## config.mk

```make
export PLATFORM = sky130hd
export DESIGN_NAME = cache_block_fetch
export DESIGN_NICKNAME = d
export VERILOG_FILES = /design/src/rtl/cache_pkg.sv /design/src/rtl/cache_block_fetch_timer.sv /design/src/rtl/cache_block_fetch.sv
export SDC_FILE = /design/constraint.sdc
export NUM_CORES = 1
export LEC_CHECK = 0
export BUFFER_PORTS_ARGS = -buffer_cell sky130_fd_sc_hd__clkbuf_2
export CAP_MARGIN = 15
export CELL_PAD_IN_SITES_DETAIL_PLACEMENT = 1
export CELL_PAD_IN_SITES_GLOBAL_PLACEMENT = 1
export CORE_UTILIZATION = 40
export DETAILED_ROUTE_END_ITERATION = 8
export PLACE_DENSITY = 0.8
export SLEW_MARGIN = 20
export SYNTH_ARGS = -nofsm -noshare
export SYNTH_HDL_FRONTEND = slang
export SYNTH_HIERARCHICAL = 1
export SYNTH_SLANG_ARGS = --single-unit
```

## constraint.sdc

```tcl
create_clock -name clk -period 6.5 [get_ports clk]
set_clock_uncertainty 0.1 [all_clocks]
set_input_delay 1.625 -clock clk [delete_from_list [all_inputs] [get_ports clk]]
set_output_delay 1.625 -clock clk [all_outputs]
set_load 0.02 [all_outputs]
```

## src/rtl/cache_pkg.sv

```systemverilog
// cache_pkg: shared definitions for the cache controller and its miss-service
// (block fetch) engine.
//   fetch_state_t   : block-fetch FSM states
//   *_DEF           : default geometry shared with the controller
//   off_w()         : word-offset width for a given block size
package cache_pkg;

  typedef enum logic [1:0] {
    IDLE,
    ISSUE,
    WAIT,
    DONE
  } fetch_state_t;

  localparam int unsigned ADDR_W_DEF    = 15;
  localparam int unsigned WORD_W_DEF    = 32;
  localparam int unsigned BLK_WORDS_DEF = 4;

  // Offset bits needed to select one word inside a block.
  function automatic int unsigned off_w(input int unsigned blk_words);
    return $clog2(blk_words);
  endfunction

endpackage

```

## src/rtl/cache_block_fetch_timer.sv

```systemverilog
// mem_latency_timer: loadable down-counter timing the memory read latency.
// Ports:
//   clk, rst : clock (rising edge), asynchronous active-high reset
//   load     : load 'value' into the counter this cycle
//   value    : reload value (MEM_LAT-1 for one memory access)
//   zero     : counter has reached zero
// The counter decrements every cycle it is non-zero and not being loaded,
// and holds at zero.
module mem_latency_timer #(
  parameter int unsigned MEM_LAT = 4,
  localparam int unsigned TW = $clog2(MEM_LAT) + 1
) (
  input  logic          clk,
  input  logic          rst,
  input  logic          load,
  input  logic [TW-1:0] value,
  output logic          zero
);

  localparam logic [TW-1:0] ONE = TW'(1);

  logic [TW-1:0] cnt;

  always_ff @(posedge clk or posedge rst) begin
    if (rst) begin
      cnt <= '0;
    end else if (load) begin
      cnt <= value;
    end else if (cnt != '0) begin
      cnt <= cnt - ONE;
    end
  end

  always_comb begin
    zero = (cnt == '0);
  end

endmodule

```

## src/rtl/cache_block_fetch.sv

```systemverilog
// cache_block_fetch: miss-service engine. On a read request from the cache
// controller it fetches one whole block from main memory, one word per
// access with a fixed latency, assembles the words into block_data and then
// pulses done for one cycle.
// Ports:
//   clk, rst    : clock (rising edge), asynchronous active-high reset
//   read        : fetch request, held by the controller until done
//   addr        : missing word address, sampled on accept
//   mem_rd      : one-cycle memory read strobe per word
//   mem_addr    : memory word address
//   mem_rdata   : memory data, valid exactly MEM_LAT cycles after mem_rd
//   block_data  : assembled block, word i at [i*WORD_W +: WORD_W]
//   done        : one-cycle pulse, block_data complete
//   busy        : high from accept through the done cycle
// Build option: CRITICAL_WORD_FIRST_EN starts the fetch at the requested
// word and wraps; otherwise words are fetched 0..BLK_WORDS-1.
module cache_block_fetch
  import cache_pkg::*;
#(
  parameter int unsigned ADDR_W    = ADDR_W_DEF,
  parameter int unsigned WORD_W    = WORD_W_DEF,
  parameter int unsigned BLK_WORDS = BLK_WORDS_DEF,
  parameter int unsigned MEM_LAT   = 4
) (
  input  logic                        clk,
  input  logic                        rst,
  input  logic                        read,
  input  logic [ADDR_W-1:0]           addr,
  output logic                        mem_rd,
  output logic [ADDR_W-1:0]           mem_addr,
  input  logic [WORD_W-1:0]           mem_rdata,
  output logic [BLK_WORDS*WORD_W-1:0] block_data,
  output logic                        done,
  output logic                        busy
);

  localparam int unsigned OFF_W  = off_w(BLK_WORDS);
  localparam int unsigned BASE_W = ADDR_W - OFF_W;
  localparam int unsigned TW     = $clog2(MEM_LAT) + 1;

  localparam logic [OFF_W-1:0] ONE      = OFF_W'(1);
  localparam logic [OFF_W-1:0] LAST     = OFF_W'(BLK_WORDS - 1);
  localparam logic [TW-1:0]    WAIT_LD  = TW'(MEM_LAT - 1);

  fetch_state_t      state;
  logic [BASE_W-1:0] base;
  logic [OFF_W-1:0]  idx;
  logic [OFF_W-1:0]  n;
  logic [OFF_W-1:0]  nxt_idx;
  logic [OFF_W-1:0]  start_off;
  logic              rearm;
  logic              tmr_load;
  logic              tmr_zero;

`ifdef CRITICAL_WORD_FIRST_EN
  always_comb begin
    start_off = addr[OFF_W-1:0];
  end
`else
  // Linear order: the requested word offset is deliberately discarded.
  always_comb begin
    start_off = addr[OFF_W-1:0] & '0;
  end
`endif

  // idx is OFF_W bits wide, so the increment wraps within the block.
  always_comb begin
    nxt_idx  = idx + ONE;
    tmr_load = (state == ISSUE);
  end

  mem_latency_timer #(
    .MEM_LAT (MEM_LAT)
  ) u_timer (
    .clk   (clk),
    .rst   (rst),
    .load  (tmr_load),
    .value (WAIT_LD),
    .zero  (tmr_zero)
  );

  // Outputs are registered on state entry: mem_rd/mem_addr are set on the
  // edge that enters ISSUE, done on the edge that enters DONE.
  always_ff @(posedge clk or posedge rst) begin
    if (rst) begin
      state      <= IDLE;
      mem_rd     <= 1'b0;
      mem_addr   <= '0;
      block_data <= '0;
      done       <= 1'b0;
      busy       <= 1'b0;
      base       <= '0;
      idx        <= '0;
      n          <= '0;
      rearm      <= 1'b1;
    end else begin
      mem_rd <= 1'b0;
      done   <= 1'b0;
      if (!read) begin
        rearm <= 1'b1;
      end
      case (state)
        IDLE: begin
          busy <= 1'b0;
          if (read && rearm) begin
            base     <= addr[ADDR_W-1:OFF_W];
            idx      <= start_off;
            n        <= '0;
            busy     <= 1'b1;
            mem_rd   <= 1'b1;
            mem_addr <= {addr[ADDR_W-1:OFF_W], start_off};
            state    <= ISSUE;
          end
        end
        ISSUE: begin
          state <= WAIT;
        end
        WAIT: begin
          if (tmr_zero) begin
            for (int unsigned i = 0; i < BLK_WORDS; i++) begin
              if (idx == OFF_W'(i)) begin
                block_data[i*WORD_W +: WORD_W] <= mem_rdata;
              end
            end
            if (n == LAST) begin
              done  <= 1'b1;
              state <= DONE;
            end else begin
              idx      <= nxt_idx;
              n        <= n + ONE;
              mem_rd   <= 1'b1;
              mem_addr <= {base, nxt_idx};
              state    <= ISSUE;
            end
          end
        end
        DONE: begin
          // A read still held after done must not restart the engine.
          rearm <= 1'b0;
          busy  <= 1'b0;
          state <= IDLE;
        end
        default: begin
          state <= IDLE;
        end
      endcase
    end
  end

endmodule
```

==> impl_metrics.py, run 1 <==
metrics = {
    "routing": {
        "routedWlPerCell_um": 18.61,
        "post-route-drc-count": 0,
        "vias": 4145,
        "wl_um": 15760,
        "postRouteAntennaNets": 0,
        "drt-pass1-iter-count": 4,
        "viasPerCell": 4.894,
        "drt_iter0_markers": 89,
    },
    "clock_tree": {
        "clk_pin_slew_worst_paths_ns": 0.06,
        "hold_buffers": 0,
        "cts-htree-levels": 4,
        "clk_latency_ns": 0.42,
        "root_buffer": "clkbuf_16",
        "cts_buffers": 17,
        "cts.sinks": 167,
        "cts_resized": 0,
        "cts_setup_buffers": 0,
        "cts_tree": "done",
        "clock_path_buffers": 2,
    },
    "final_layout": {
        "fin_cells": 847,
        "drive_gt1_share_pct": 64.18,
        "mostFrequentLayoutCells": "clkbuf_2, mux2_2, dfrtp_1, clkbuf_16, inv_1",
        "n_antenna_cell": 0,
        "syn_to_final_growth_pct": 27.93,
        "final_core_util_pct": 52.97,
        "fill_cells": 1643,
        "fin_nets": 680,
        "final_common_cell": "clkbuf_2",
        "final_area_um2": 8476,
    },
    "synthesis": {
        "synth_cell_types": 32,
        "synth-seq-cells": 167,
        "ys_dominant_reg_cell": "dfrtp_1",
        "synth_cells": 416,
        "avgSynthCellArea_um2": 15.93,
        "seq_area_frac_synth_pct": 63.10,
        "yosys_warnings": 6,
        "netlist_area_um2": 6625,
        "synthArstFlopShare_pct": 100.0,
        "synth-edff-count": 0,
    },
    "critical_path": {
        "crit_fanout": 17,
        "crit_required_ns": 6.70,
        "crit_start": "read",
        "cp-start-kind": "input port",
        "arrival_ns": 3.15,
        "worstSetupEndpointType": "flop",
        "rr_startpoint": "u_timer/cnt[0]",
        "crit_type": "in -> reg",
    },
    "sta": {
        "hold_violations": 0,
        "fmax_ghz": 0.3392,
        "slew_violations": 0,
        "post-route-min-period_ns": 2.948,
        "fin_crit_sh_pct": 45.36,
        "rsz0062_at_grt": "no",
        "tightest_slew_ns": 1.094,
        "tns_ns": 0,
        "relSlewSlack_pct": 26.98,
        "fin_ws_ns": 3.552,
        "setup_violations": 0,
    },
    "global_routing": {
        "antenna_found_initial": 0,
        "grt_pass1_wl_um": 25040,
        "grt_usage_pct": 19.57,
        "grt_pass1_vias": 4633,
        "grt_max_degree": 84,
        "grt_overflow": 0,
    },
    "status": {
        "status": "finished, final reports clean",
    },
    "floorplan": {
        "std_cell_rows": 46,
        "io_pins": 196,
        "start_util_pct": 41.41,
        "dieArea_um2": 17080,
        "coreArea_um2": 16000,
        "die_h_um": 130.7,
        "die_w_um": 130.7,
    },
    "place": {
        "dp.cells": 814,
        "place.gp.congestion": 0.7415,
        "place_ws_ns": 3.128,
        "dp_hpwl_um": 10810,
        "placement.io_buffers": 193,
        "placed_cell_area_um2": 7835,
    },
    "run": {
        "maxCapViolCount": 0,
    },
    "worst_hold_path": {
        "hp-class": "reg -> reg",
        "worstHoldStart": "n[0]",
    },
    "power_and_ir_drop": {
        "power_density_nw_per_um2": 426.9,
        "leakage_nw": 4.045,
        "vdd_drop_max_uv": 237.0,
    },
}
report_power, final:
group          internal, W  switching, W  total, W
combinational     0.000484      0.000641   0.00112
sequential         0.00132      0.000152   0.00147
clock             0.000620      0.000403   0.00102
total              0.00242       0.00120   0.00362
critical path: stages:
cell	delay, ns
clkbuf_2	0.14
a21boi_1	0.20
a211oi_4	0.76
mux2_2	0.42
final cells by class:
cell class                 count  area [µm²]  area share, %
clock buffer                  23       498.0          5.875
clock inverter                 9       115.1          1.358
inverter                      14       57.56         0.6791
multi-input combinational    219        2323          27.41
sequential                   167        4180          49.32
tap                          216       270.3          3.189
timing repair buffer         199        1031          12.16
final timing paths:
check                      depth (start not counted)  slack [ns]             end
min in group asynchronous                          2        1.01  u_timer/cnt[1]
min                                                1        0.39            n[0]
max reg2reg                                        6        3.64  block_data[17]
max in group asynchronous                          3        3.90     mem_addr[3]
min reg2reg                                        1        0.39            n[0]
max                                                4        3.55    mem_addr[13]
cell usage after synthesis, drive strengths merged (2+ instances only):
master,instances,area [µm²]
o2bb2ai,3,26.28
mux2,167,1881
conb,2,7.510
dfrtp,166,4154
ha,12,150.1
nor4b,2,17.52
mux2i,2,20.02
nor2b,3,18.77
buf,16,88.84
nor2,3,11.26
a21oi,3,15.01
nand3,5,25.02
inv,14,52.55
nand2b,3,21.27
sequential cells by signal, summed over array words and instances (netlist names):
register	flops
block_data	128
mem_addr	15
mem_rd	1
n	2
base	13
u_timer/cnt	3
done	1
busy	1
state	2
rearm	1
logic make-up after synthesis:
group | after synthesis | synth area share (%)
DFF | 167 | 63.10
other | 2 | 0.1134
muxes | 169 | 28.69
and+or+nand+nor | 21 | 1.870
AOI/OAI and AO/OA | 14 | 1.775
buffers and inverters | 31 | 2.191
adders and majority gates | 12 | 2.266
stage by stage:
stage | power, W | hold WS [ns]
final | 0.003618 | 0.3896
after detailed placement | 0.002620 | 0.3764
after CTS | 0.003669 | 0.3913
after floorplan | 0.002229 | 0.3543
after global placement | 0.002541 | 0.3667
after global routing | 0.003820 | 0.4170
metal layers:
metal	vias to the layer above	part of all wire [%]	global-route usage (%)
met2	126	53	34.11
li1	1876	-	-
met1	2134	41	23.57
met4	0	0.73	4.868
met5	-	0	0
met3	9	5.8	6.026
(Power assumes the default switching activity.)
==> run 2, diff against run 1 <==
==> constraint.sdc (replaced) <==
create_clock -name clk -period 3 [get_ports clk]
set_clock_uncertainty 0.1 [all_clocks]
set_input_delay 0.75 -clock clk [delete_from_list [all_inputs] [get_ports clk]]
set_output_delay 0.75 -clock clk [all_outputs]
set_load 0.02 [all_outputs]
==> impl_metrics.py, run 2 (same netlist as run 1, synthesis figures left out) <==
metrics = {
    "final_layout": {
        "top_regs": "block_data: 128 flops, mem_addr: 15 flops, base: 13 flops",
        "multiInputGateArea_um2": 2323,
        "syn_to_final_growth_pct": 27.91,
        "largest_reg_flops": 128,
        "fin_nets": 683,
        "n_antenna_cell": 0,
        "fill_cells": 1656,
        "drive_gt1_share_pct": 64.51,
        "largest_register": "block_data",
        "fin_cells": 850,
        "regArea_um2": 4180,
        "mostFrequentLayoutCells": "clkbuf_2, mux2_2, dfrtp_1, clkbuf_16, inv_1",
        "final_common_cell": "clkbuf_2",
    },
    "critical_path": {
        "crit_type": "reg -> reg",
        "worstSetupEndpointType": "flop",
        "cpMostUsedCell": "buf_4",
        "path_cells": "inv_1 > ha_1 > buf_4 > nor2_1 > a211oi_4 > buf_4 > mux2_2",
        "max_stage_delay_ns": 0.42,
        "cp_slowest_cell": "dfrtp_1",
        "cp-start-kind": "flop",
        "critPathBufInv": 3,
        "r2r_cells": 7,
        "arrival_ns": 2.67,
        "cpLargestDelayFamily": "buffers and inverters",
        "crit_fanout": 19,
        "rr_startpoint": "state[0]",
        "crit_required_ns": 3.20,
        "r2r-end": "mem_addr[13]",
        "reg2reg_setup_slack_ns": 0.53,
    },
    "floorplan": {
        "io_pins": 196,
        "die_h_um": 130.7,
        "dieArea_um2": 17080,
        "coreArea_um2": 16000,
        "start_util_pct": 41.41,
        "std_cell_rows": 46,
        "die_w_um": 130.7,
    },
    "global_routing": {
        "grt_max_degree": 81,
        "grt_usage_pct": 19.70,
        "grt_overflow": 0,
        "use_met2_pct": 33.40,
        "grt_pass1_wl_um": 25220,
        "grt_pass1_vias": 4706,
        "grt_most_used_layer": "met2",
        "use_met3_pct": 6.189,
        "met1_usage_pct": 23.66,
        "antenna_found_initial": 0,
    },
    "clock_tree": {
        "root_buffer": "clkbuf_16",
        "clk_pin_slew_worst_paths_ns": 0.06,
        "hold_buffers": 0,
        "cts_buffers": 17,
        "cts_setup_buffers": 0,
        "cts_resized": 0,
        "cts.sinks": 167,
        "clock_path_buffers": 2,
        "cts_tree": "done",
        "cts-htree-levels": 4,
        "clk_latency_ns": 0.41,
    },
    "place": {
        "dp_hpwl_um": 10950,
        "placement.io_buffers": 193,
        "place_ws_ns": 0.5172,
        "place.gp.congestion": 0.7017,
        "dp.cells": 818,
    },
    "worst_hold_path": {
        "hp-class": "in -> async",
    },
    "sta": {
        "hold_violations": 0,
        "fmax_ghz": 0.4044,
        "rsz0062_at_grt": "no",
        "fin_crit_sh_pct": 82.42,
        "relSlewSlack_pct": 50.35,
        "fin_ws_ns": 0.5273,
        "slew_violations": 0,
        "tns_ns": 0,
        "post-route-min-period_ns": 2.473,
        "setup_violations": 0,
        "tightest_slew_ns": 0.7427,
    },
    "routing": {
        "postRouteAntennaNets": 0,
        "wl_um": 15520,
        "post-route-drc-count": 0,
        "routedWlPerCell_um": 18.26,
        "vias": 4191,
        "drt-pass1-iter-count": 4,
        "drt_iter0_markers": 118,
        "viasPerCell": 4.931,
    },
    "power_and_ir_drop": {
        "vdd_drop_max_uv": 511.9,
        "power_density_nw_per_um2": 902.8,
        "leakage_nw": 4.044,
    },
    "run": {
        "maxCapViolCount": 0,
    },
    "status": {
        "status": "finished, final reports clean",
    },
}
-- run 2: layout make-up --
class,instances,area share (%)
flip-flops and latches,167,49.33
multi-input cells,219,27.42
repair buffers,202,12.93
clock buffers,19,5.345
well taps,216,3.189
clock inverters,13,1.122
inverters,14,0.6644
-- run 2: worst max path at each step --
stage	from	endpoint	slack (ns)	cells after the start
after floorplan	rst	base[0]	0.07	1
after global placement	state[0]	mem_addr[2]	0.60	7
final	state[0]	mem_addr[13]	0.53	7
after CTS	u_timer/cnt[0]	block_data[45]	0.49	7
after global routing	u_timer/cnt[0]	block_data[58]	0.35	7
after detailed placement	u_timer/cnt[0]	block_data[44]	0.52	7
-- run 2: stage by stage --
step,cell area (µm²),hold slack (ns),utilization (%),total power (W)
after global routing,8474,0.1129,52.96,0.008113
after detailed placement,7926,0.3852,49.54,0.005707
after CTS,8474,0.1072,52.96,0.007765
final,8474,0.1218,52.96,0.007651
after global placement,7926,0.3642,49.54,0.005537
after floorplan,6633,0.3543,-,0.004829
-- run 2: layer usage --
layer / routed length, µm / up-vias
met5: 0 / -
met4: 267 / 0
met3: 1036 / 18
met2: 7779 / 131
met1: 6436 / 2156
li1: - / 1886
-- run 2: report_power, final --
| part | internal (W) | total, W | switching (W) | leakage, nW |
|---|---|---|---|---|
| Sequential | 0.00286 | 0.00319 | 0.000331 | 1.96 |
| Combinational | 0.00106 | 0.00244 | 0.00138 | 1.82 |
| Clock | 0.00111 | 0.00202 | 0.000908 | 0.267 |
==> run 3, diff against run 2 <==
--- a/config.mk
+++ b/config.mk
@@ -5,13 +5,14 @@
 export SDC_FILE = /design/constraint.sdc
 export NUM_CORES = 1
 export LEC_CHECK = 0
+export ABC_AREA = 1
 export BUFFER_PORTS_ARGS = -buffer_cell sky130_fd_sc_hd__clkbuf_2
 export CAP_MARGIN = 15
 export CELL_PAD_IN_SITES_DETAIL_PLACEMENT = 1
 export CELL_PAD_IN_SITES_GLOBAL_PLACEMENT = 1
-export CORE_UTILIZATION = 40
+export CORE_UTILIZATION = 35
 export DETAILED_ROUTE_END_ITERATION = 8
-export PLACE_DENSITY = 0.8
+export PLACE_DENSITY = 0.79
 export SLEW_MARGIN = 20
 export SYNTH_ARGS = -nofsm -noshare
 export SYNTH_HDL_FRONTEND = slang
==> constraint.sdc (replaced) <==
create_clock -name clk -period 2.2 [get_ports clk]
set_clock_uncertainty 0.1 [all_clocks]
set_input_delay 0.55 -clock clk [delete_from_list [all_inputs] [get_ports clk]]
set_output_delay 0.55 -clock clk [all_outputs]
set_load 0.02 [all_outputs]
==> impl_metrics.py, run 3 <==
metrics = {
    "sta": {
        "setup_violations": 0,
        "rsz0062_at_grt": "no",
        "hold_violations": 0,
        "tns_ns": 0,
        "post-route-min-period_ns": 1.940,
        "fin_crit_sh_pct": 88.18,
        "tightest_slew_ns": 0.5611,
        "slew_violations": 0,
        "fmax_ghz": 0.5155,
        "relSlewSlack_pct": 62.59,
    },
    "clock_tree": {
        "cts_buffers": 17,
        "cts.sinks": 167,
        "cts_setup_buffers": 0,
        "cts-htree-levels": 4,
        "clk_latency_ns": 0.42,
        "clock_path_buffers": 2,
        "root_buffer": "clkbuf_16",
        "clk_pin_slew_worst_paths_ns": 0.07,
        "cts_tree": "done",
    },
    "power_and_ir_drop": {
        "leakage_nw": 4.716,
        "vdd_drop_max_uv": 548.0,
        "power_density_nw_per_um2": 1429,
    },
    "final_layout": {
        "n_antenna_cell": 0,
        "mostFrequentLayoutCells": "nand2_1, clkbuf_2, dfrtp_1, o21ai_0, inv_1",
        "largest_register": "block_data",
        "drive_gt1_share_pct": 27.48,
        "largest_reg_flops": 128,
        "final_core_util_pct": 45.82,
        "fill_cells": 2194,
        "fin_cells": 1140,
        "syn_to_final_growth_pct": 27.97,
        "top_regs": "block_data: 128 flops, mem_addr: 15 flops, base: 13 flops",
        "final_common_cell": "nand2_1",
        "fin_nets": 956,
    },
    "place": {
        "placement.io_buffers": 193,
        "dp.cells": 1108,
        "dp_hpwl_um": 11860,
        "place.gp.congestion": 0.7369,
    },
    "critical_path": {
        "path_cells": "inv_1 > ha_1 > nand2_4 > clkinv_4 > nand2_4 > buf_12 > nand2_1 > o21ai_0",
        "max_stage_delay_ns": 0.43,
        "crit_required_ns": 2.40,
        "reg2reg_setup_slack_ns": 0.26,
        "cp_slowest_cell": "dfrtp_1",
        "cp-start-kind": "flop",
        "arrival_ns": 2.14,
        "rr_startpoint": "state[0]",
        "worstSetupEndpointType": "flop",
        "r2r_cells": 8,
        "cpMostUsedCell": "nand2_4",
        "crit_type": "reg -> reg",
        "r2r-end": "block_data[112]",
        "crit_fanout": 46,
    },
    "worst_hold_path": {
        "holdPathStages": 2,
        "min_to": "rearm",
        "hp-class": "in -> reg",
        "worstHoldStart": "read",
    },
    "synthesis": {
        "yosysTopAreaCellShare_pct": 62.02,
        "synth_cells": 703,
        "avgSynthCellArea_um2": 9.527,
        "ys_top_cells_by_area": "dfrtp_1, nand2_1, o21ai_0",
        "synth.most_common_cell": "nand2_1",
        "yosysTopAreaCell": "dfrtp_1",
        "synth_common_cells": "nand2_1, dfrtp_1, o21ai_0, inv_1, o21ai_1",
        "yosys_warnings": 6,
        "synth-edff-count": 0,
        "netlist_area_um2": 6698,
        "synth_cell_types": 25,
        "seq_area_frac_synth_pct": 62.41,
        "ys_dominant_reg_cell": "dfrtp_1",
        "synthArstFlopShare_pct": 100.0,
        "synth-seq-cells": 167,
    },
    "routing": {
        "drt_iter0_markers": 183,
        "post-route-drc-count": 0,
        "vias": 5228,
        "drt-pass1-iter-count": 4,
        "viasPerCell": 4.586,
        "routedWlPerCell_um": 15.31,
        "postRouteAntennaNets": 0,
        "wl_um": 17450,
    },
    "global_routing": {
        "grt_max_degree": 96,
        "antenna_found_initial": 0,
        "grt_usage_pct": 19.00,
        "grt_pass1_vias": 5541,
        "grt_overflow": 0,
        "grt_pass1_wl_um": 29060,
    },
    "status": {
        "status": "finished, final reports clean",
    },
    "floorplan": {
        "die_h_um": 140.3,
        "coreArea_um2": 18710,
        "die_w_um": 140.3,
        "io_pins": 196,
        "std_cell_rows": 50,
        "dieArea_um2": 19690,
        "start_util_pct": 35.81,
    },
    "run": {
        "maxCapViolCount": 0,
    },
}
run 3: area by class of cell:
cell class                      instances  area [µm²]  share of cell area, %
Inverter                               79       305.3                  3.562
Clock buffer                           17       425.4                  4.964
Multi-Input combinational cell        424        2036                  23.75
Timing Repair Buffer                  205        1121                  13.08
Sequential cell                       167        4180                  48.77
Tap cell                              234       292.8                  3.416
Clock inverter                         14       210.2                  2.453
run 3: critical path: cells and delay by family (launching register included):
family                   cells  cell delay, ns
buffers and inverters        3            0.47
flip-flops                   1            0.43
adder cells (fa/ha/maj)      1            0.38
AND/OR/NAND/NOR              3            0.34
AO/OA/AOI/OAI                1            0.08
run 3: repair_timing:
item	4_1_cts	5_1_grt
resized for setup	0	0
hold endpoints to repair	3	0
endpoints found under the setup margin	0	0
hold buffers	1	0
run 3: worst max-delay path by stage:
stage	start	to	slack (ns)	cells after the start
3_5_place_dp	state[1]	base[3]	0.26	4
5_1_grt	u_timer/cnt[0]	block_data[110]	0.07	9
4_1_cts	state[0]	block_data[112]	0.22	8
6_report	state[0]	block_data[112]	0.26	8
3_3_place_gp	state[0]	block_data[107]	0.32	8
2_1_floorplan	rst	base[0]	-0.53	1
run 3: metrics by stage:
stage | power (W) | hold WS, ns | setup slack [ns] | area (µm²)
2_1_floorplan | 0.007546 | 0.2036 | -0.5340 | 6705
3_3_place_gp | 0.008905 | 0.3523 | 0.3185 | 7925
3_5_place_dp | 0.009137 | 0.3528 | 0.2566 | 7925
4_1_cts | 0.01245 | 0.1916 | 0.2240 | 8571
5_1_grt | 0.01312 | 0.2131 | 0.06675 | 8571
6_report | 0.01225 | 0.2111 | 0.2601 | 8571
run 3: cell families (layout without fill, tap and decap cells):
logic type      count (synthesis)  count (layout)  synth area share, %
simple gates                  228             228                13.62
compound gates                181             181                14.37
flops                         167             167                62.41
buf+inv                       113             315                7.248
fa+ha+maj                      12              12                2.242
other cells                     2               3               0.1121
run 3: where the power goes:
part | internal (W) | leakage [nW] | switching, W
registers | 0.00411 | 1.84 | 0.000590
clock network | 0.00193 | 0.310 | 0.00131
logic | 0.00141 | 2.56 | 0.00290
run 3: per-layer routing:
metal / track usage, % / wire, µm / share of wire [%] / vias up
li1: - / - / - / 2595
met1: 23.55 / 7757 / 44 / 2476
met2: 32.26 / 8532 / 49 / 136
met3: 4.513 / 858 / 4.9 / 21
met4: 6.883 / 299 / 1.7 / 0
met5: 0 / 0 / 0 / -
